<file path="config.mk">
export PLATFORM = sky130hd
export DESIGN_NAME = mau_arbiter
export DESIGN_NICKNAME = d
export VERILOG_FILES = /design/src/rtl/mau_arbiter.sv
export SDC_FILE = /design/constraint.sdc
export NUM_CORES = 1
export LEC_CHECK = 0
export ABC_AREA = 1
export CAP_MARGIN = 20
export CORE_UTILIZATION = 39
export DETAILED_ROUTE_END_ITERATION = 6
export HOLD_SLACK_MARGIN = 0.02
export PLACE_DENSITY = 0.81
export SLEW_MARGIN = 20
export SYNTH_ARGS = -nofsm -noshare
export SYNTH_HDL_FRONTEND = slang
export SYNTH_SLANG_ARGS = --single-unit
</file>
<file path="constraint.sdc">
create_clock -name clk -period 2.3 [get_ports clk]
set_input_delay 0.46 -clock clk [delete_from_list [all_inputs] [get_ports clk]]
set_output_delay 0.46 -clock clk [all_outputs]
set_load 0.01 [all_outputs]
</file>
<file path="src/rtl/mau_arbiter.sv">
// Two-port arbiter in front of the single memory access unit: one word access at a time,
// misaligned addresses rejected locally, and a response-timeout guard on the MAU.
module mau_arbiter #(
  parameter int unsigned ADDR_W         = 32,
  parameter int unsigned DATA_W         = 32,
  parameter int unsigned FIXED_PRIO     = 0,
  parameter int unsigned TIMEOUT_CYCLES = 64
) (
  input  logic              clk,
  input  logic              resetn,
  input  logic              req0_valid,
  input  logic              req0_we,
  input  logic [ADDR_W-1:0] req0_addr,
  input  logic [DATA_W-1:0] req0_wdata,
  output logic              req0_ready,
  input  logic              req1_valid,
  input  logic              req1_we,
  input  logic [ADDR_W-1:0] req1_addr,
  input  logic [DATA_W-1:0] req1_wdata,
  output logic              req1_ready,
  output logic              resp0_valid,
  output logic [DATA_W-1:0] resp0_rdata,
  output logic              resp0_err,
  output logic              resp1_valid,
  output logic [DATA_W-1:0] resp1_rdata,
  output logic              resp1_err,
  output logic              mau_access_enable,
  output logic              mau_read_enable,
  output logic              mau_write_enable,
  output logic [ADDR_W-1:0] mau_access_addr,
  output logic [DATA_W-1:0] mau_write_data,
  input  logic [DATA_W-1:0] mau_read_data,
  input  logic              mau_data_valid,
  input  logic              mau_write_done
);

  localparam int unsigned CNT_W   = (TIMEOUT_CYCLES < 2) ? 1 : $clog2(TIMEOUT_CYCLES);
  localparam int unsigned TO_LAST = (TIMEOUT_CYCLES == 0) ? 0 : TIMEOUT_CYCLES - 1;
  localparam bit          TO_EN   = (TIMEOUT_CYCLES != 0);

  typedef enum logic [1:0] {S_IDLE, S_ISSUE, S_RESP} state_e;

  state_e             state_q, state_d;
  logic               owner_q, owner_d;
  logic               last_q, last_d;
  logic               we_q, we_d;
  logic [ADDR_W-1:0]  addr_q, addr_d;
  logic [DATA_W-1:0]  wdata_q, wdata_d;
  logic [CNT_W-1:0]   cnt_q, cnt_d;
  logic               en_q, en_d, rd_q, rd_d, wr_q, wr_d;
  logic               rv0_q, rv0_d, rv1_q, rv1_d;
  logic [DATA_W-1:0]  rdata_q, rdata_d;
  logic               err_q, err_d;

  logic               prio0_c;
  logic               done_c;
  logic               sel_we_c;
  logic [ADDR_W-1:0]  sel_addr_c;
  logic [DATA_W-1:0]  sel_wdata_c;

  // Port 0 wins a tie under fixed priority, or when port 1 was granted last.
  assign prio0_c    = (FIXED_PRIO != 0) || last_q;
  assign req0_ready = (state_q == S_IDLE) && req0_valid && (!req1_valid || prio0_c);
  assign req1_ready = (state_q == S_IDLE) && req1_valid && (!req0_valid || !prio0_c);

  assign sel_we_c    = req1_ready ? req1_we    : req0_we;
  assign sel_addr_c  = req1_ready ? req1_addr  : req0_addr;
  assign sel_wdata_c = req1_ready ? req1_wdata : req0_wdata;

  always_comb begin
    state_d = state_q;
    owner_d = owner_q;
    last_d  = last_q;
    we_d    = we_q;
    addr_d  = addr_q;
    wdata_d = wdata_q;
    cnt_d   = cnt_q;
    en_d    = 1'b0;
    rd_d    = 1'b0;
    wr_d    = 1'b0;
    rv0_d   = 1'b0;
    rv1_d   = 1'b0;
    rdata_d = rdata_q;
    err_d   = err_q;
    done_c  = 1'b0;
    case (state_q)
      S_IDLE: begin
        if (req0_ready || req1_ready) begin
          owner_d = req1_ready;
          last_d  = req1_ready;
          we_d    = sel_we_c;
          addr_d  = sel_addr_c;
          wdata_d = sel_wdata_c;
          if (sel_addr_c[1:0] != 2'b00) begin
            state_d = S_RESP;
            rdata_d = '0;
            err_d   = 1'b1;
            rv0_d   = !req1_ready;
            rv1_d   = req1_ready;
          end else begin
            state_d = S_ISSUE;
            en_d    = 1'b1;
            rd_d    = !sel_we_c;
            wr_d    = sel_we_c;
          end
        end
      end
      S_ISSUE: begin
        cnt_d  = cnt_q + CNT_W'(1);
        done_c = we_q ? mau_write_done : mau_data_valid;
        // Completion takes precedence over a simultaneous timeout.
        if (done_c || (TO_EN && (cnt_q == CNT_W'(TO_LAST)))) begin
          state_d = S_RESP;
          rdata_d = (done_c && !we_q) ? mau_read_data : '0;
          err_d   = !done_c;
          rv0_d   = !owner_q;
          rv1_d   = owner_q;
        end else begin
          en_d = 1'b1;
          rd_d = !we_q;
          wr_d = we_q;
        end
      end
      S_RESP: begin
        cnt_d   = '0;
        state_d = S_IDLE;
      end
      default: state_d = S_IDLE;
    endcase
  end

  always_ff @(posedge clk or negedge resetn) begin
    if (!resetn) begin
      state_q <= S_IDLE;
      owner_q <= 1'b0;
      last_q  <= 1'b1;
      we_q    <= 1'b0;
      addr_q  <= '0;
      wdata_q <= '0;
      cnt_q   <= '0;
      en_q    <= 1'b0;
      rd_q    <= 1'b0;
      wr_q    <= 1'b0;
      rv0_q   <= 1'b0;
      rv1_q   <= 1'b0;
      rdata_q <= '0;
      err_q   <= 1'b0;
    end else begin
      state_q <= state_d;
      owner_q <= owner_d;
      last_q  <= last_d;
      we_q    <= we_d;
      addr_q  <= addr_d;
      wdata_q <= wdata_d;
      cnt_q   <= cnt_d;
      en_q    <= en_d;
      rd_q    <= rd_d;
      wr_q    <= wr_d;
      rv0_q   <= rv0_d;
      rv1_q   <= rv1_d;
      rdata_q <= rdata_d;
      err_q   <= err_d;
    end
  end

  assign mau_access_enable = en_q;
  assign mau_read_enable   = rd_q;
  assign mau_write_enable  = wr_q;
  assign mau_access_addr   = addr_q;
  assign mau_write_data    = wdata_q;
  assign resp0_valid       = rv0_q;
  assign resp1_valid       = rv1_q;
  assign resp0_rdata       = rdata_q;
  assign resp1_rdata       = rdata_q;
  assign resp0_err         = err_q;
  assign resp1_err         = err_q;

endmodule

</file>
**Word level (Yosys, flattened, before mapping)**

Cells that the tools add are included.

- Input bits: 168
- Logic and storage cells: 83
- Output and inout port bits: 137
- Flip-flop bits (word level): 113

- Equal/unequal tests: 6
- Multiplexer cells: 38
- Reductions and logical operators: 24
- Add/subtract/negate cells: 1

Operators with widths:

| cell | number |
|---|---|
| 32-bit two-way mux | 6 |
| 32-bit one-hot mux with 2 select lines | 1 |
| 1-bit two-way mux | 20 |
| 1-bit one-hot mux with 2 select lines | 6 |
| 6-bit one-hot mux with 2 select lines | 1 |
| 1-bit zero test | 8 |
| 6-bit by 1-bit adder with 6-bit output, second input constant | 1 |
| 6-bit equality test, second input constant | 1 |
| 2-bit two-way mux | 3 |
| 2-bit nonzero test | 3 |
| 1-bit logical AND | 5 |
| 1-bit logical OR | 4 |
| 2-bit by 1-bit inequality test with 1-bit output, second input constant | 2 |
| 2-bit one-hot mux with 2 select lines | 1 |
| 2-bit AND reduction | 2 |
| 4-bit AND reduction | 1 |
| 2-bit by 1-bit equality test with 1-bit output, second input constant | 1 |
| 2-bit equality test, second input constant | 1 |
| 2-bit zero test | 1 |
| 2-bit inequality test, second input constant | 1 |

**Longest topological paths before layout**

Gate-level depths: netlist of the first run.

- Depth in word-level cells: 8
- Mapped depth: 12
- Gate-level depth less buffers: 10

**Least setup slack after synthesis of the first run**

No wires, ideal clock.

- Kind: flip-flop to output port
- Start point: register state_q[0]
- End point: output port req0_ready
- Data arrival time: 1264 ps
- Required time: 1840 ps
- Cell stages (with the launch flop): 8
- Path buffers: 3
- Setup slack: 576 ps
- Path through: dfrtp_1 inv_1 ha_1 buf_4 nand3_1 inv_2 buf_4 buf_2

- Word-level cells in the longest chain between the ends: 3

RTL lines:

| what | line | source |
|---|---|---|
| start: declaration | 43 | `state_e state_q, state_d;` |
| start signal: assignment | 149 | `state_q <= state_d;` |
| 2-bit zero test | 63 | `assign req0_ready = (state_q == S_IDLE) && req0_valid && (!req1_valid \|\| prio0_c);` |
| 1-bit logical AND (2 in a row) | 63 |  |
| end: declaration | 15 | `output logic req0_ready,` |

Every way passes these cells.

**Final worst setup path of the first run**

Ends and elaborated chain as after synthesis.

==> run metrics, run 1 <==
Largest stage delay, worst path=400 ps; fin nets=~1100; total of max-cap violations=0; Starting Density=between 30% and 40%; PostCTS Resize Cnt=2; Hold Fails Final Rpt=0; H-tree levels=4; vias in the first global route=5487; Synth Area per Inst=~8 um^2; Worst setup EP type=output port; leakage power=between 4 and 5 nW; IO Pins=about 310; Worst-Skew Late Latency=roughly 400 ps; Int Pwr=a little under 7 mW; Die ar.=roughly 15000 um^2; CTS tree=yes; Clk network pwr share=roughly a quarter; sequential area share after synthesis=51.2%; Worst EP required=roughly 1800 ps; Yosys top cell area share=about half; crit path kind=reg2out; wire length per cell=15.0 um; clock root cell=clkbuf_16; GRT overflow=0; row cnt=43; Die Y=around 120 um; FILL cells=1139; first-pass GRT wire length=about 28000 um; Top FF cell, synth=dfrtp_1; Routed WL=between 15000 and 20000 um; Worst Clk Skew=about 6.3 ps; Max Slew Vio Count=0; CTS Sinks=between 100 and 150; gpl congestion=just over 0.8; Setup TNS=0 ps; Area growth, synth to finish=65.2%; # Post-CTS Setup Buffers=0; DP HPWL=12300 um; layout cells sized above 1=6.46%; part of the power in combinational logic=between 40% and 50%; cell at the slowest stage of the critical path=dfrtp_1; maximum clock path buffer count=2; total power=roughly 11 mW; Flop pwr share=between 20% and 30%; FF+latch count, synth=113; Buffers on Ports=304; sw power=between 3 and 4 mW; Syn Inst Count=just under 700; period utilization=about 94%; initial antenna violation count=0; asr flop ratio synth=100%; Syn. warnings=0; Setup Viol. Count Final=0; DRC Markers=0; n_diodes=0; Post-synth EDFFs=0; Slew @ Worst Pin=about 700 ps; Post-CTS Hold Buffers=0; syn_nets=864; Vias=roughly 5600; largest cells by area after synthesis=dfrtp_1 (51%), nand2_1 (14%), nand3_1 (6.0%); RSZ-0062 raised after global routing=false; crit start category=register; final non-filler cell total=roughly 1200; drt initial violations=~360; Clk pin slew, worst setup/hold paths=~50 ps; Core Area=13800 um^2; CTS Buf Count=17; Yosys top cell by area=dfrtp_1; Die Wd=121 um; pwr dens=approximately 1200 nW/um^2; Tot GR Track Use=about 24%; Min-Delay Path Class=in2async; Placed Instances=about 1100; Worst Path Arrival=approximately 1700 ps; relative slew slack=between 50% and 60%; count leader, synth=nand2_1; ANT nets after route=0; vias per inst=approximately 4.8; maximum VDD drop=roughly 0.00073 V; Synth top cells by count=nand2_1 (203), dfrtp_1 (112), nor2_1 (75); CP Max Fanout=3; Worst Hold Slack=71.1 ps; fin crit period=between 2000 and 2500 ps; CP cell instances=inv_1 -> ha_1 -> nand3_1 -> inv_2 -> dlygate4sd2_1; mapped cell area=about 5500 um^2; 1st-pass router iterations=5; largest net degree at the start of global routing=114; status=completed; post-synthesis cell type count=29; fmax=about 460 MHz; switching share of power=between 30% and 40%
-- sequential cells by signal, indices dropped and copies added, names as in the netlist --
register           cells
mau_access_addr       32
mau_write_data        32
resp0_rdata           32
cnt_q                  6
state_q                2
last_q                 1
mau_access_enable      1
mau_read_enable        1
mau_write_enable       1
owner_q                1
resp0_err              1
resp0_valid            1
resp1_valid            1
we_q                   1
-- worst paths after layout --
check,to,start,cells past startpoint,slack (ps)
worst max register to register,resp0_rdata[1],state_q[0],11,190
worst max-delay path,req0_ready,state_q[0],5,150
worst min register to register,mau_write_data[12],mau_write_data[12],2,480
worst min-delay path,resp0_rdata[0],resetn,2,70
max in group asynchronous,cnt_q[5],resetn,2,1650
min in group clk,mau_write_data[12],mau_write_data[12],2,480
-- cell type report --
| class | instances | area (um^2) | area share (%) |
|---|---|---|---|
| timing repair buffer | 323 | 3250 | 35.6 |
| sequential | 113 | 2830 | 31.0 |
| multi-input combinational | 454 | 2040 | 22.3 |
| clock buffer | 20 | 447 | 4.89 |
| tap | 180 | 225 | 2.47 |
| inverter | 54 | 203 | 2.22 |
| clock inverter | 11 | 139 | 1.52 |
-- metal layers --
| metal | track usage [%] | wire, um | share of wire (%) | vias up |
|---|---|---|---|---|
| li1 | - | - | - | 2689 |
| met1 | 27.2 | 6560 | 38 | 2624 |
| met2 | 41.8 | 8800 | 51 | 229 |
| met3 | 9.45 | 1510 | 8.7 | 36 |
| met4 | 9.57 | 484 | 2.8 | 0 |
| met5 | 0 | 0 | 0 | - |
-- logic make-up (layout without fill, tap and decap cells) --
logic type               Yosys count  after routing  share of synthesized area, %
XOR/XNOR                           1              1                         0.159
buffers and inverters            125            408                          12.0
AND/OR/NAND/NOR                  358            358                          27.3
adder cells (fa/ha/maj)            4              4                         0.906
AO/OA/AOI/OAI                     91             91                          8.45
flip-flops                       113            113                          51.2
-- power groups by stage --
stage               Sequential (mW)  Clock, mW  Combinational, mW
global placement               3.20          0               5.02
floorplan                      3.48          0               2.31
CTS                            3.21       2.68               5.10
global route                   3.30       2.77               5.54
finish                         3.21       2.63               5.03
detailed placement             3.22          0               5.07
-- placed cells by master (no fill, tap or decap), types with 4 or more instances in the layout --
master,count
a21oi_1,39
buf_12,5
buf_4,14
clkbuf_16,17
clkdlybuf4s50_1,301
clkinv_2,5
dfrtp_1,112
ha_1,4
inv_1,52
nand2_1,203
nand3_1,66
nor2_1,75
o21ai_0,43
o21ai_1,4
-- critical path: cells and delay by family (launching register included) --
kind,cells,cell delay [ps]
flops,1,400
simple gates,1,150
fa+ha+maj,1,220
buf+inv,3,510
-- metrics by stage --
step / instance area, um^2 / setup slack, ps / utilization [%]
6_report: 9130 / 146 / 66.0
5_1_grt: 9130 / 45.9 / 66.0
4_1_cts: 9130 / 112 / 66.0
3_5_place_dp: 8540 / -85.1 / 61.8
3_3_place_gp: 8540 / -21.5 / 61.8
2_1_floorplan: 5530 / 576 / -
No activity file was read; power rests on OpenSTA's default activity.
==> run 2: changes to the inputs <==
- clock period: 2.3 -> 2 ns (I/O delays scaled with it)
==> run 2 against run 1 <==
Power up 16%. Sequential power increased by 15%. Design area increased by 1.8%. Hold slack improved by 390 ps. Global-route usage decreased by 0.33 points. Clock power rose by 3%. Worst setup slack worse by 70 ps. Sequential share of layout area shrank 0.55 points. Critical path type unchanged. Largest cell class unchanged.
==> run metrics, run 2 (synthesis gave the netlist of run 1 again) <==
vias per inst=4.78; Routed WL=about 17000 um; drt initial violations=approximately 310; 1st-pass router iterations=5; Int Pwr=between 8 and 9 mW; clock root cell=clkbuf_16; worst slack at placement=-164 ps; maximum VDD drop=approximately 0.00075 V; DRC Markers=0; crit path kind=reg2out; Worst Hold Slack=around 460 ps; fin crit period=approximately 1900 ps; design area=between 9000 and 10000 um^2; Buffers on Ports=approximately 300; DP HPWL=roughly 12000 um; Worst Clk Skew=between 8 and 9 ps; relative slew slack=70.8%; Min-Delay Path Class=in2async; Max Slew Vio Count=0; wire length per cell=14.7 um; largest net degree at the start of global routing=45; part of the power in combinational logic=49.6%; Worst EP required=around 1600 ps; commonest non-fill, non-tap cell in the layout=clkdlybuf4s50_1; Vias=approximately 5600; fmax=520 MHz; total of max-cap violations=0; leakage power=roughly 4.4 nW; RSZ-0062 raised after global routing=false; H-tree levels=4; Setup Viol. Count Final=0; Die ar.=~15000 um^2; CTS tree=yes; Core Area=13800 um^2; Worst-Skew Late Latency=between 400 and 500 ps; Worst setup EP type=output port; commonest non-fill, non-tap cells in the layout=clkdlybuf4s50_1 (301), nand2_1 (203), dfrtp_1 (112); Starting Density=roughly two fifths; initial antenna violation count=0; Multi-input gate area=~2000 um^2; gpl congestion=0.815; Tot GR Track Use=24.1%; sw power=4.62 mW; Area growth, synth to finish=68.2%; vias in the first global route=5458; CTS Sinks=~110; period utilization=just under 100%; total power=about 13 mW; row cnt=43; FILL cells=roughly 1100; CTS Buf Count=17; CP Max Fanout=4; pwr dens=roughly 1400 nW/um^2; placed standard-cell area=roughly 8700 um^2; Die Wd=between 100 and 150 um; GRT overflow=0; n_diodes=0; Flop pwr share=between 20% and 30%; Worst Path Arrival=roughly 1500 ps; final worst slack=between 70 and 80 ps; Die Y=about 120 um; Clk network pwr share=21.4%; first-pass GRT wire length=approximately 27000 um; FF/Latch Area=approximately 2800 um^2; fin nets=~1200; maximum clock path buffer count=2; IO Pins=between 300 and 400; switching share of power=36.5%; Clk pin slew, worst setup/hold paths=around 50 ps; layout cells sized above 1=slightly above 8%; Slew @ Worst Pin=439 ps; ANT nets after route=0; crit start category=register; Hold Fails Final Rpt=0; status=completed
run 2: cell count changes in the layout (fill, tap and decap cells not counted), sizes merged:
cell	before	now
buf	20	37
bufinv	3	0
clkbuf	20	24
clkdlybuf4s15	0	1
clkinv	6	5
clkinvlp	2	1
dlygate4sd2	2	0
dlygate4sd3	0	1
run 2: layout make-up:
cell class	count	share of cell area, %
Timing Repair Buffer	340	37.2
Tap cell	180	2.42
Clock buffer	24	5.29
Clock inverter	6	0.350
Inverter	54	2.18
Multi-Input combinational cell	454	22.1
Sequential cell	113	30.4
run 2: layer usage:
layer	GRT usage (%)	share of wire [%]	vias to the layer above
met4	10.6	2.7	0
met3	7.66	8.8	31
li1	-	-	2717
met1	27.0	38	2597
met5	0	0	-
met2	41.7	50	257
run 2: power by group through the flow:
stage | clock network, mW | registers, mW | logic [mW]
2_1_floorplan | 0 | 4.00 | 2.65
3_3_place_gp | 0 | 3.66 | 6.16
3_5_place_dp | 0 | 3.69 | 6.25
4_1_cts | 2.75 | 3.67 | 6.33
5_1_grt | 2.86 | 3.77 | 6.87
6_report | 2.70 | 3.68 | 6.27
run 2: metrics by stage:
step	setup TNS, ps	instances	utilization [%]
2_1_floorplan	0	692	-
5_1_grt	0	1171	67.2
6_report	0	1171	67.2
4_1_cts	0	1171	67.3
3_3_place_gp	-3990	1140	63.3
3_5_place_dp	-7910	1140	63.3
run 2: worst paths after layout:
| path | startpoint | to | slack (ps) | cells past startpoint |
|---|---|---|---|---|
| max | state_q[0] | req1_ready | 80 | 5 |
| min reg2reg | mau_access_addr[28] | mau_access_addr[28] | 480 | 2 |
| min | resetn | resp0_rdata[29] | 460 | 2 |
| max in group asynchronous | resetn | last_q | 940 | 3 |
| min in group clk | mau_access_addr[28] | mau_access_addr[28] | 480 | 2 |
| max reg2reg | state_q[0] | mau_write_data[9] | 170 | 8 |
run 2: what timing repair did:
action	CTS	global route
endpoints found under the setup margin	2	2
setup buffers	0	0
hold endpoints to repair	25	0
hold buffers	1	0
gates resized for setup	9	2
pin swaps	0	1
run 2: critical path, cell delays in order (launching register included):
cell and delay [ps]:
dfrtp_1 410, inv_2 100, ha_4 160, nand2_2 80, nor2_4 120, clkdlybuf4s15_2 240
==> run 3: changes to the inputs <==
- CORE_ASPECT_RATIO: not set -> 0.9
- CORE_MARGIN: not set -> 1.5
==> run 3 against run 2 <==
First-iteration DRC count is 42% lower. Routed wire length up 3.7%. Worst setup slack better by 16 ps. Sequential power about the same. Hold slack lost 390 ps.
==> run metrics, run 3 (synthesis gave the netlist of run 1 again) <==
status=completed; fin nets=about 1100; Area growth, synth to finish=67.4%; leakage power=around 4.3 nW; Worst-Skew Late Latency=slightly above 400 ps; CP Max Fanout=4; DP HPWL=12800 um; Hold Fails Final Rpt=0; Setup TNS=0 ps; CTS Buf Count=17; n_diodes=0; switching share of power=36.5%; Starting Density=around two fifths; Clk pin slew, worst setup/hold paths=about 50 ps; Buffers on Ports=between 300 and 400; Routed WL=roughly 18000 um; Worst Clk Skew=6.71 ps; fin crit period=roughly 1900 ps; Die Y=between 100 and 150 um; total of max-cap violations=0; IO Pins=between 300 and 400; CTS tree=yes; Core Util, Final=66.3%; sw power=between 4 and 5 mW; PostCTS Resize Cnt=9; fmax=between 500 and 600 MHz; worst reg2reg path startpoint=state_q[0]; part of the power in combinational logic=a little under half; Post-CTS Hold Buffers=0; Slew @ Worst Pin=610 ps; layout cells sized above 1=roughly 8.1%; Worst Hold Slack=about 77 ps; ANT nets after route=0; Min-Delay Path Class=in2async; Max Slew Vio Count=0; RSZ-0062 raised after global routing=false; GRT overflow=0; Worst setup EP type=output port; crit start category=register; CTS Sinks=~110; 1st-pass router iterations=4; H-tree levels=4; pwr dens=1380 nW/um^2; Tot GR Track Use=24.4%; total power=12.8 mW; Core Area=14000 um^2; DRC Markers=0; crit path kind=reg2out; Die Wd=between 100 and 150 um; initial antenna violation count=0; vias per inst=between 4 and 5; wire length per cell=approximately 15 um; maximum clock path buffer count=2; Die ar.=14900 um^2; commonest non-fill, non-tap cell in the layout=clkdlybuf4s50_1; drt initial violations=180; commonest non-fill, non-tap cells in the layout=clkdlybuf4s50_1 (301), nand2_1 (203), dfrtp_1 (112); # Post-CTS Setup Buffers=0; first-pass GRT wire length=roughly 28000 um; design area=a little over 9000 um^2; vias in the first global route=~5500; Int Pwr=about 8.1 mW; relative slew slack=around three fifths; clock root cell=clkbuf_16; Flop pwr share=between 20% and 30%; Vias=5589; Worst EP required=approximately 1600 ps; gpl congestion=~0.81; maximum VDD drop=0.000893 V; Clk network pwr share=23.8%; period utilization=approximately 95%; Worst Path Arrival=~1500 ps; crit path from=state_q[0]; row cnt=41; largest net degree at the start of global routing=roughly 110; Setup Viol. Count Final=0; placed standard-cell area=8650 um^2
## run 3: cell count changes in the layout (fill, tap and decap cells not counted)
cell and change:
buf_4 +2, buf_12 -7, buf_6 +1, dlygate4sd3_1 -1, bufinv_16 +3, clkinvlp_4 +2
clkbuf_8 -3
## run 3: area by class of cell
cell class	count	area, um^2
Fill cell	1145	4700
Timing Repair Buffer	335	3340
Sequential cell	113	2830
Multi-Input combinational cell	454	2050
Clock buffer	21	450
Tap cell	193	241
Inverter	54	203
Clock inverter	11	138
## run 3: power by group through the flow
stage                     clock network (mW)  logic [mW]  registers (mW)
final                                   3.04        6.02            3.69
after global routing                    3.20        6.61            3.79
after CTS                               3.09        6.08            3.69
after detailed placement                   0        6.00            3.69
after global placement                     0        5.91            3.66
after floorplan                            0        2.65            4.00
## run 3: metal layers
layer	GRT usage (%)	wire, um	vias to the layer above
met4	10.0	435	0
li1	-	-	2720
met2	42.7	9030	227
met1	27.0	6770	2612
met3	8.86	1630	30
met5	0	0	-
## run 3: worst paths after layout
path | cells after the start | slack [ps] | end
max in group asynchronous | 2 | 1460 | mau_access_addr[8]
worst max-delay path | 5 | 90 | req1_ready
worst min register to register | 2 | 480 | mau_access_addr[7]
worst max register to register | 8 | 120 | mau_write_data[5]
min in group clk | 2 | 480 | mau_access_addr[7]
worst min-delay path | 2 | 80 | resp0_rdata[6]
## run 3: critical path, cell delays in order, from the launching register on
cell and delay, ps:
dfrtp_1 410, inv_2 100, ha_4 160, nand2_2 70, nor2_4 110, clkdlybuf4s15_2 250
## run 3: per-stage QoR
| step | std cells | setup WS, ps |
|---|---|---|
| after global routing | 1181 | 8.06 |
| after floorplan | 692 | 336 |
| final | 1181 | 91.9 |
| after CTS | 1181 | 23.7 |
| after global placement | 1149 | -150 |
| after detailed placement | 1149 | -193 |
